===== config.mk =====
export PLATFORM = sky130hd
export DESIGN_NAME = ccd_scan_ctrl_flat
export DESIGN_NICKNAME = d
export VERILOG_FILES = /design/src/rtl/ccd_scan_ctrl_if.sv /design/src/rtl/ccd_scan_ctrl.sv /design/src/flat_wrapper.sv
export SDC_FILE = /design/constraint.sdc
export NUM_CORES = 1
export LEC_CHECK = 0
export CORE_ASPECT_RATIO = 1.5
export CORE_MARGIN = 2
export CORE_UTILIZATION = 34
export CTS_CLUSTER_DIAMETER = 150
export CTS_CLUSTER_SIZE = 25
export DETAILED_ROUTE_END_ITERATION = 8
export SETUP_SLACK_MARGIN = 0.05
export SYNTH_ARGS = -nofsm -noshare
export SYNTH_HDL_FRONTEND = slang
export SYNTH_SLANG_ARGS = --single-unit

===== constraint.sdc =====
create_clock -name clk_160M -period 5.8 [get_ports clk_160M]
set_clock_uncertainty 0.1 [all_clocks]
set_input_delay 1.16 -clock clk_160M [delete_from_list [all_inputs] [get_ports clk_160M]]
set_output_delay 1.16 -clock clk_160M [all_outputs]
set_load 0.005 [all_outputs]

===== src/rtl/ccd_scan_ctrl_if.sv =====
// Host/driver bundle for the CCD frame sequencer: scan control and configuration in,
// CCD timing-block and carriage-motor controls out.
interface ccd_scan_ctrl_if;
  localparam int unsigned CNT8_W  = 8;
  localparam int unsigned CNT16_W = 16;

  logic               start;
  logic               abort;
  logic [CNT8_W-1:0]  cfg_cal_lines;
  logic [CNT16_W-1:0] cfg_lines;
  logic [CNT8_W-1:0]  cfg_steps;
  logic [CNT8_W-1:0]  cfg_div;
  logic               cfg_dir;
  logic               pix_out_valid;
  logic               ccd_en;
  logic               ccd_cal_mode;
  logic [CNT8_W-1:0]  ccd_div;
  logic               motor_step;
  logic               motor_dir;
  logic               busy;
  logic               done;
  logic               err_timeout;
  logic [CNT16_W-1:0] line_cnt;

  modport master (
    output start, abort, cfg_cal_lines, cfg_lines, cfg_steps, cfg_div, cfg_dir, pix_out_valid,
    input  ccd_en, ccd_cal_mode, ccd_div, motor_step, motor_dir, busy, done, err_timeout, line_cnt
  );

  modport slave (
    input  start, abort, cfg_cal_lines, cfg_lines, cfg_steps, cfg_div, cfg_dir, pix_out_valid,
    output ccd_en, ccd_cal_mode, ccd_div, motor_step, motor_dir, busy, done, err_timeout, line_cnt
  );
endinterface


===== src/rtl/ccd_scan_ctrl.sv =====
// Frame sequencer: calibration lines, then image lines with motor stepping and settling between them.
// Optional SCAN_MOTOR_RETURN_EN adds a carriage return move after the last image line.
module ccd_scan_ctrl #(
  parameter int unsigned STEP_HI_CYC  = 80,
  parameter int unsigned STEP_LO_CYC  = 80,
  parameter int unsigned SETTLE_CYC   = 16000,
  parameter int unsigned LINE_TIMEOUT = 100000000
) (
  input  logic          clk_160M,
  input  logic          nrst,
  ccd_scan_ctrl_if.slave bus
);
  localparam int unsigned TO_W    = 27;
  localparam int unsigned PH_HL   = (STEP_HI_CYC > STEP_LO_CYC) ? STEP_HI_CYC : STEP_LO_CYC;
  localparam int unsigned PH_MAX  = (PH_HL > SETTLE_CYC) ? PH_HL : SETTLE_CYC;
  localparam int unsigned PH_W    = $clog2(PH_MAX + 1);
  localparam int unsigned C8_W    = 8;
  localparam int unsigned C16_W   = 16;
`ifdef SCAN_MOTOR_RETURN_EN
  localparam int unsigned RET_W   = 24;
`endif

  typedef enum logic [3:0] {
    S_IDLE, S_ARM, S_WAIT_HI, S_WAIT_LO, S_STEP_HI, S_STEP_LO, S_SETTLE, S_FINISH
`ifdef SCAN_MOTOR_RETURN_EN
    , S_RETURN
`endif
  } state_e;

  state_e             state_q, state_d;
  logic               sync1_q, pv_s_q, pv_p_q;
  logic [C8_W-1:0]    cal_lines_q, cal_lines_d, steps_q, steps_d, div_q, div_d;
  logic [C8_W-1:0]    cal_done_q, cal_done_d, pulse_q, pulse_d;
  logic [C16_W-1:0]   lines_q, lines_d, line_cnt_q, line_cnt_d;
  logic [PH_W-1:0]    ph_q, ph_d;
  logic [TO_W-1:0]    to_q, to_d;
  logic               dir_q, dir_d, en_q, en_d, cal_mode_q, cal_mode_d, step_q, step_d;
  logic               busy_q, busy_d, done_q, done_d, err_q, err_d;
`ifdef SCAN_MOTOR_RETURN_EN
  logic [RET_W-1:0]   ret_cnt_q, ret_cnt_d, ret_n;
  logic               ret_q, ret_d;
`endif

  logic pv_rise, pv_fall;
  assign pv_rise = pv_s_q & ~pv_p_q;
  assign pv_fall = ~pv_s_q & pv_p_q;

  // State, config latches and synchroniser for the pix-domain valid
  always_ff @(posedge clk_160M or negedge nrst) begin
    if (!nrst) begin
      state_q     <= S_IDLE;
      sync1_q     <= 1'b0;
      pv_s_q      <= 1'b0;
      pv_p_q      <= 1'b0;
      cal_lines_q <= '0;
      steps_q     <= '0;
      div_q       <= '0;
      cal_done_q  <= '0;
      pulse_q     <= '0;
      lines_q     <= '0;
      line_cnt_q  <= '0;
      ph_q        <= '0;
      to_q        <= '0;
      dir_q       <= 1'b0;
      en_q        <= 1'b0;
      cal_mode_q  <= 1'b0;
      step_q      <= 1'b0;
      busy_q      <= 1'b0;
      done_q      <= 1'b0;
      err_q       <= 1'b0;
`ifdef SCAN_MOTOR_RETURN_EN
      ret_cnt_q   <= '0;
      ret_q       <= 1'b0;
`endif
    end else begin
      state_q     <= state_d;
      sync1_q     <= bus.pix_out_valid;
      pv_s_q      <= sync1_q;
      pv_p_q      <= pv_s_q;
      cal_lines_q <= cal_lines_d;
      steps_q     <= steps_d;
      div_q       <= div_d;
      cal_done_q  <= cal_done_d;
      pulse_q     <= pulse_d;
      lines_q     <= lines_d;
      line_cnt_q  <= line_cnt_d;
      ph_q        <= ph_d;
      to_q        <= to_d;
      dir_q       <= dir_d;
      en_q        <= en_d;
      cal_mode_q  <= cal_mode_d;
      step_q      <= step_d;
      busy_q      <= busy_d;
      done_q      <= done_d;
      err_q       <= err_d;
`ifdef SCAN_MOTOR_RETURN_EN
      ret_cnt_q   <= ret_cnt_d;
      ret_q       <= ret_d;
`endif
    end
  end

  // Next-state and registered-output logic
  always_comb begin
    state_d     = state_q;
    cal_lines_d = cal_lines_q;
    steps_d     = steps_q;
    div_d       = div_q;
    cal_done_d  = cal_done_q;
    pulse_d     = pulse_q;
    lines_d     = lines_q;
    line_cnt_d  = line_cnt_q;
    ph_d        = ph_q;
    to_d        = to_q;
    dir_d       = dir_q;
    en_d        = en_q;
    cal_mode_d  = cal_mode_q;
    step_d      = step_q;
    done_d      = 1'b0;
    err_d       = err_q;
`ifdef SCAN_MOTOR_RETURN_EN
    ret_cnt_d   = ret_cnt_q;
    ret_d       = ret_q;
    ret_n       = RET_W'(lines_q - 16'd1) * RET_W'(steps_q);
`endif

    case (state_q)
      S_IDLE: begin
        if (bus.start && !bus.abort && !pv_s_q) begin
          cal_lines_d = bus.cfg_cal_lines;
          lines_d     = bus.cfg_lines;
          steps_d     = bus.cfg_steps;
          div_d       = bus.cfg_div;
          dir_d       = bus.cfg_dir;
          line_cnt_d  = '0;
          cal_done_d  = '0;
          err_d       = 1'b0;
`ifdef SCAN_MOTOR_RETURN_EN
          ret_d       = 1'b0;
`endif
          state_d = (bus.cfg_cal_lines == '0 && bus.cfg_lines == '0) ? S_FINISH : S_ARM;
        end
      end
      S_ARM: begin
        en_d       = 1'b1;
        cal_mode_d = (cal_done_q < cal_lines_q);
        to_d       = '0;
        state_d    = S_WAIT_HI;
      end
      S_WAIT_HI, S_WAIT_LO: begin
        to_d = to_q + TO_W'(1);
        if (state_q == S_WAIT_HI && pv_rise) begin
          en_d    = 1'b0;
          state_d = S_WAIT_LO;
        end else if (state_q == S_WAIT_LO && pv_fall) begin
          if (cal_mode_q) begin
            cal_done_d = cal_done_q + 8'd1;
            state_d    = (cal_done_d == cal_lines_q && lines_q == '0) ? S_FINISH : S_ARM;
          end else begin
            line_cnt_d = line_cnt_q + 16'd1;
            ph_d       = '0;
            if (line_cnt_d == lines_q) begin
`ifdef SCAN_MOTOR_RETURN_EN
              dir_d = ~dir_q;
              if (ret_n != '0) begin
                ret_cnt_d = ret_n;
                step_d    = 1'b1;
                state_d   = S_RETURN;
              end else begin
                ret_d   = 1'b1;
                state_d = S_SETTLE;
              end
`else
              state_d = S_FINISH;
`endif
            end else if (steps_q != '0) begin
              pulse_d = '0;
              step_d  = 1'b1;
              state_d = S_STEP_HI;
            end else begin
              state_d = S_SETTLE;
            end
          end
        end else if (to_q == TO_W'(LINE_TIMEOUT - 1)) begin
          en_d       = 1'b0;
          cal_mode_d = 1'b0;
          err_d      = 1'b1;
          state_d    = S_IDLE;
        end
      end
      S_STEP_HI: begin
        if (ph_q == PH_W'(STEP_HI_CYC - 1)) begin
          step_d  = 1'b0;
          ph_d    = '0;
          state_d = S_STEP_LO;
        end else begin
          ph_d = ph_q + PH_W'(1);
        end
      end
      S_STEP_LO: begin
        if (ph_q == PH_W'(STEP_LO_CYC - 1)) begin
          ph_d    = '0;
          pulse_d = pulse_q + 8'd1;
          if (pulse_d == steps_q) begin
            state_d = S_SETTLE;
          end else begin
            step_d  = 1'b1;
            state_d = S_STEP_HI;
          end
        end else begin
          ph_d = ph_q + PH_W'(1);
        end
      end
      S_SETTLE: begin
        if (ph_q == PH_W'(SETTLE_CYC - 1)) begin
          ph_d = '0;
`ifdef SCAN_MOTOR_RETURN_EN
          state_d = ret_q ? S_FINISH : S_ARM;
`else
          state_d = S_ARM;
`endif
        end else begin
          ph_d = ph_q + PH_W'(1);
        end
      end
      S_FINISH: begin
        done_d     = 1'b1;
        cal_mode_d = 1'b0;
        state_d    = S_IDLE;
      end
`ifdef SCAN_MOTOR_RETURN_EN
      // Return move: same pulse shape as forward steps, counted down from the total
      S_RETURN: begin
        if (step_q) begin
          if (ph_q == PH_W'(STEP_HI_CYC - 1)) begin
            step_d = 1'b0;
            ph_d   = '0;
          end else begin
            ph_d = ph_q + PH_W'(1);
          end
        end else if (ph_q == PH_W'(STEP_LO_CYC - 1)) begin
          ph_d      = '0;
          ret_cnt_d = ret_cnt_q - RET_W'(1);
          if (ret_cnt_q == RET_W'(1)) begin
            ret_d   = 1'b1;
            state_d = S_SETTLE;
          end else begin
            step_d = 1'b1;
          end
        end else begin
          ph_d = ph_q + PH_W'(1);
        end
      end
`endif
      default: state_d = S_IDLE;
    endcase

    if (bus.abort && state_q != S_IDLE) begin
      state_d    = S_IDLE;
      en_d       = 1'b0;
      step_d     = 1'b0;
      cal_mode_d = 1'b0;
      done_d     = 1'b0;
    end
    busy_d = (state_d != S_IDLE);
  end

  assign bus.ccd_en       = en_q;
  assign bus.ccd_cal_mode = cal_mode_q;
  assign bus.ccd_div      = div_q;
  assign bus.motor_step   = step_q;
  assign bus.motor_dir    = dir_q;
  assign bus.busy         = busy_q;
  assign bus.done         = done_q;
  assign bus.err_timeout  = err_q;
  assign bus.line_cnt     = line_cnt_q;
endmodule


===== src/flat_wrapper.sv =====
// flat-port wrapper written by rule: the top's interface ports become plain ports
module ccd_scan_ctrl_flat 
#(
  parameter int unsigned STEP_HI_CYC  = 80,
  parameter int unsigned STEP_LO_CYC  = 80,
  parameter int unsigned SETTLE_CYC   = 16000,
  parameter int unsigned LINE_TIMEOUT = 100000000
)
  (clk_160M, nrst, bus_start, bus_abort, bus_cfg_cal_lines, bus_cfg_lines, bus_cfg_steps, bus_cfg_div, bus_cfg_dir, bus_pix_out_valid, bus_ccd_en, bus_ccd_cal_mode, bus_ccd_div, bus_motor_step, bus_motor_dir, bus_busy, bus_done, bus_err_timeout, bus_line_cnt);
  ccd_scan_ctrl_if bus_i ();
  input  logic clk_160M;
  input  logic nrst;
  input wire logic [$bits(bus_i.start)-1:0] bus_start;
  input wire logic [$bits(bus_i.abort)-1:0] bus_abort;
  input wire logic [$bits(bus_i.cfg_cal_lines)-1:0] bus_cfg_cal_lines;
  input wire logic [$bits(bus_i.cfg_lines)-1:0] bus_cfg_lines;
  input wire logic [$bits(bus_i.cfg_steps)-1:0] bus_cfg_steps;
  input wire logic [$bits(bus_i.cfg_div)-1:0] bus_cfg_div;
  input wire logic [$bits(bus_i.cfg_dir)-1:0] bus_cfg_dir;
  input wire logic [$bits(bus_i.pix_out_valid)-1:0] bus_pix_out_valid;
  output wire logic [$bits(bus_i.ccd_en)-1:0] bus_ccd_en;
  output wire logic [$bits(bus_i.ccd_cal_mode)-1:0] bus_ccd_cal_mode;
  output wire logic [$bits(bus_i.ccd_div)-1:0] bus_ccd_div;
  output wire logic [$bits(bus_i.motor_step)-1:0] bus_motor_step;
  output wire logic [$bits(bus_i.motor_dir)-1:0] bus_motor_dir;
  output wire logic [$bits(bus_i.busy)-1:0] bus_busy;
  output wire logic [$bits(bus_i.done)-1:0] bus_done;
  output wire logic [$bits(bus_i.err_timeout)-1:0] bus_err_timeout;
  output wire logic [$bits(bus_i.line_cnt)-1:0] bus_line_cnt;
  assign bus_i.start = bus_start;
  assign bus_i.abort = bus_abort;
  assign bus_i.cfg_cal_lines = bus_cfg_cal_lines;
  assign bus_i.cfg_lines = bus_cfg_lines;
  assign bus_i.cfg_steps = bus_cfg_steps;
  assign bus_i.cfg_div = bus_cfg_div;
  assign bus_i.cfg_dir = bus_cfg_dir;
  assign bus_i.pix_out_valid = bus_pix_out_valid;
  assign bus_ccd_en = bus_i.ccd_en;
  assign bus_ccd_cal_mode = bus_i.ccd_cal_mode;
  assign bus_ccd_div = bus_i.ccd_div;
  assign bus_motor_step = bus_i.motor_step;
  assign bus_motor_dir = bus_i.motor_dir;
  assign bus_busy = bus_i.busy;
  assign bus_done = bus_i.done;
  assign bus_err_timeout = bus_i.err_timeout;
  assign bus_line_cnt = bus_i.line_cnt;
  ccd_scan_ctrl #(.STEP_HI_CYC(STEP_HI_CYC), .STEP_LO_CYC(STEP_LO_CYC), .SETTLE_CYC(SETTLE_CYC), .LINE_TIMEOUT(LINE_TIMEOUT)) u_core (.clk_160M(clk_160M), .nrst(nrst), .bus(bus_i));
endmodule

==> metrics.cfg <==
[clocking]
htreeDepth = 4
cts_buffers = 17
clk-insertion-delay-late_ns = 0.43
cts_buffer_depth = 2
cts_root_buffer = clkbuf_16
cts_setup_buffers = 0
cts_tree = yes
cts.sinks = 127
ctsResizeCount = 0
clk_pin_slew_ns = 0.06
hold_buffers = 0

[yosys]
ys_ff_latch = 127
synth_cell_type_count = 69
syn_avg_cell_area_sq_um = 9.17
yosys_warnings = 0
syn_nets = 863
synth-edff-count = 0
ys_seq_area_share_pct = 43.1
ys.flop_type = dfrtp_1
syn_inst = 804
synth-async-reset-ratio_pct = 100
synth_area_sq_um = 7370

[global_route]
grt_overflow_total = 0
grt_max_degree = 82
grt_usage_pct = 17.0
grt_pass1_vias = 6260
grt_pass1_wl_um = 31600
antenna_found_initial = 0

[worst_setup_path]
crit_cells = 9
reg2reg_from = u_core.bus.line_cnt[0]$_DFFE_PN0P_
crit_fanout = 14
end_kind = flop
required_ns = 6.03
r2r_cells = 9
crit_family = simple AND/OR/NAND/NOR gates
reg2reg_slack_ns = 2.49
worst-path-buf-inv = 0
worstReg2RegEnd = u_core.pulse_q[5]$_DFFE_PN0P_
arrival_ns = 3.54
path_class = reg2reg
crit_path_start_kind = flop
slowest_delay_ns = 0.63
crit_chain = ha_1, nand3_1, or4_1, a222oi_1, o2111a_2, nand4_4, a31oi_4, o21ai_1, o31ai_1
crit_slowest_cell = or4_1

[sta]
hold_viol = 0
fmax_mhz = 302
finalSetupViolCount = 0
finalMaxSlewViolations = 0
period_needed_ns = 3.31
tns_ns = 0
relSlewSlack_pct = 31.7
min_period_over_period_pct = 57.0
worst_pin_slew_ns = 1.02
rsz0062_at_grt = no

[route]
dr.pass1.iters = 4
num_vias = 6263
viasPerCell = 5.45
routedWlPerCell_um = 16.4
antenna_left = 0
wl_um = 18800
dr.first_iter.drc_count = 210
drcViolationCount = 0

[placed_design]
dpl.hpwl_um = 13300
portBuffers = 76
place_area_sq_um = 8350
gp_congestion = 0.818

[die]
die_w_um = 124
start_util_pct = 34.3
ios = 77
fp.dieH_um = 184
rows = 66
coreArea_sq_um = 21500
die-area_sq_um = 22900

[cells_and_area]
syn_to_final_growth_pct = 21.3
final_common_cell = dfrtp_1
fin_util_pct = 41.6
nets = 924
fin_area_sq_um = 8940
drive_above_1_share_pct = 10.1
final_cell_mix = dfrtp_1, nand2_1, o21ai_0
diodes = 0

[worst_hold_path]
hold_depth = 0
hold_end = u_core.pv_s_q$_DFF_PN0_
min_from = u_core.sync1_q$_DFF_PN0_
hold_path_class = reg2reg

[power]
power.density_nw_per_um2 = 296
p_leak_nw = 3.61
ir_drop_mv = 0.194

[run]
max_cap_violations = 0

[status]
status = complete, no violations

[layout make-up]
| type | instances | area, sq um |
|---|---|---|
| Clock buffer | 24 | 462 |
| Clock inverter | 7 | 135 |
| Fill cell | 2141 | 12500 |
| Inverter | 25 | 93.8 |
| Multi-Input combinational cell | 613 | 3930 |
| Sequential cell | 127 | 3180 |
| Tap cell | 272 | 340 |
| Timing Repair Buffer | 81 | 800 |
[kinds of logic after synthesis]
group / share of synthesized area (%)
simple gates: 21.1
compound gates: 17.7
flops: 43.1
buf+inv: 3.63
mux: 7.43
xor+xnor: 4.77
fa+ha+maj: 2.21
other cells: 0.0509
[power breakdown]
| group | switching, mW | internal (mW) | total (mW) |
|---|---|---|---|
| registers | 0.124 | 0.983 | 1.11 |
| logic | 0.172 | 0.248 | 0.421 |
| clock network | 0.397 | 0.726 | 1.12 |
| total | 0.694 | 1.96 | 2.65 |
[how the worst max path moves through the flow]
stage | start | endpoint | slack [ns]
CTS | u_core.bus.line_cnt[0]$_DFFE_PN0P_ | u_core.pulse_q[5]$_DFFE_PN0P_ | 2.49
floorplan | bus_abort | u_core.bus.ccd_div[7]$_DFFE_PN0P_ | 2.94
finish | u_core.bus.line_cnt[0]$_DFFE_PN0P_ | u_core.pulse_q[5]$_DFFE_PN0P_ | 2.49
detailed placement | bus_abort | u_core.cal_done_q[5]$_DFFE_PN0P_ | 2.44
global placement | bus_abort | u_core.bus.line_cnt[5]$_DFFE_PN0P_ | 2.39
global route | u_core.bus.line_cnt[0]$_DFFE_PN0P_ | u_core.pulse_q[5]$_DFFE_PN0P_ | 2.29
[Yosys cell counts (6+ instances only)]
library cell / n / area (sq um)
o21ai_0: 77 / 385
nor2_1: 48 / 180
inv_1: 23 / 86.3
nor2b_1: 10 / 62.6
o21ai_1: 45 / 225
and3_1: 19 / 119
nand4_1: 23 / 144
a21oi_1: 30 / 150
mux2_2: 42 / 473
clkbuf_1: 26 / 97.6
nand2b_1: 13 / 81.3
o31ai_1: 18 / 135
a31oi_1: 17 / 106
mux2i_1: 6 / 60.1
xnor2_1: 24 / 210
xor2_1: 11 / 96.3
dfrtp_1: 127 / 3180
nand3_1: 28 / 140
nor3_1: 14 / 70.1
ha_1: 13 / 163
nand2_1: 85 / 319
nor4_1: 21 / 131
[state kept, by name (all words and copies together), names as in the netlist]
| register | cells |
|---|---|
| u_core.pulse_q | 8 |
| u_core.cal_done_q | 8 |
| u_core.lines_q | 16 |
| u_core.bus.done | 1 |
| u_core.bus.ccd_div | 8 |
| u_core.to_q | 27 |
| u_core.bus.line_cnt | 16 |
| u_core.cal_lines_q | 8 |
| u_core.bus.motor_dir | 1 |
| u_core.bus.err_timeout | 1 |
| u_core.state_q | 4 |
| u_core.bus.ccd_en | 1 |
| u_core.sync1_q | 1 |
| u_core.bus.busy | 1 |
| u_core.bus.motor_step | 1 |
| u_core.bus.ccd_cal_mode | 1 |
| u_core.ph_q | 14 |
| u_core.pv_s_q | 1 |
| u_core.steps_q | 8 |
| u_core.pv_p_q | 1 |
[per-stage QoR]
stage                     std cells  power, mW  setup WS (ns)  hold slack [ns]
after floorplan                 804       1.35           2.94            0.231
after global placement         1118       1.54           2.39            0.236
after detailed placement       1118       1.55           2.44            0.237
after CTS                      1149       2.68           2.49            0.250
after global routing           1149       2.78           2.29            0.255
final                          1149       2.65           2.49            0.248
[per-layer routing]
| layer | wire, um | up-vias | GRT usage (%) |
|---|---|---|---|
| li1 | - | 3045 | - |
| met4 | 315 | 0 | 5.80 |
| met2 | 10200 | 119 | 31.5 |
| met3 | 616 | 20 | 3.51 |
| met1 | 7730 | 3079 | 19.3 |
| met5 | 0 | - | 0 |
Note: power is estimated with default switching activity, not from simulation.
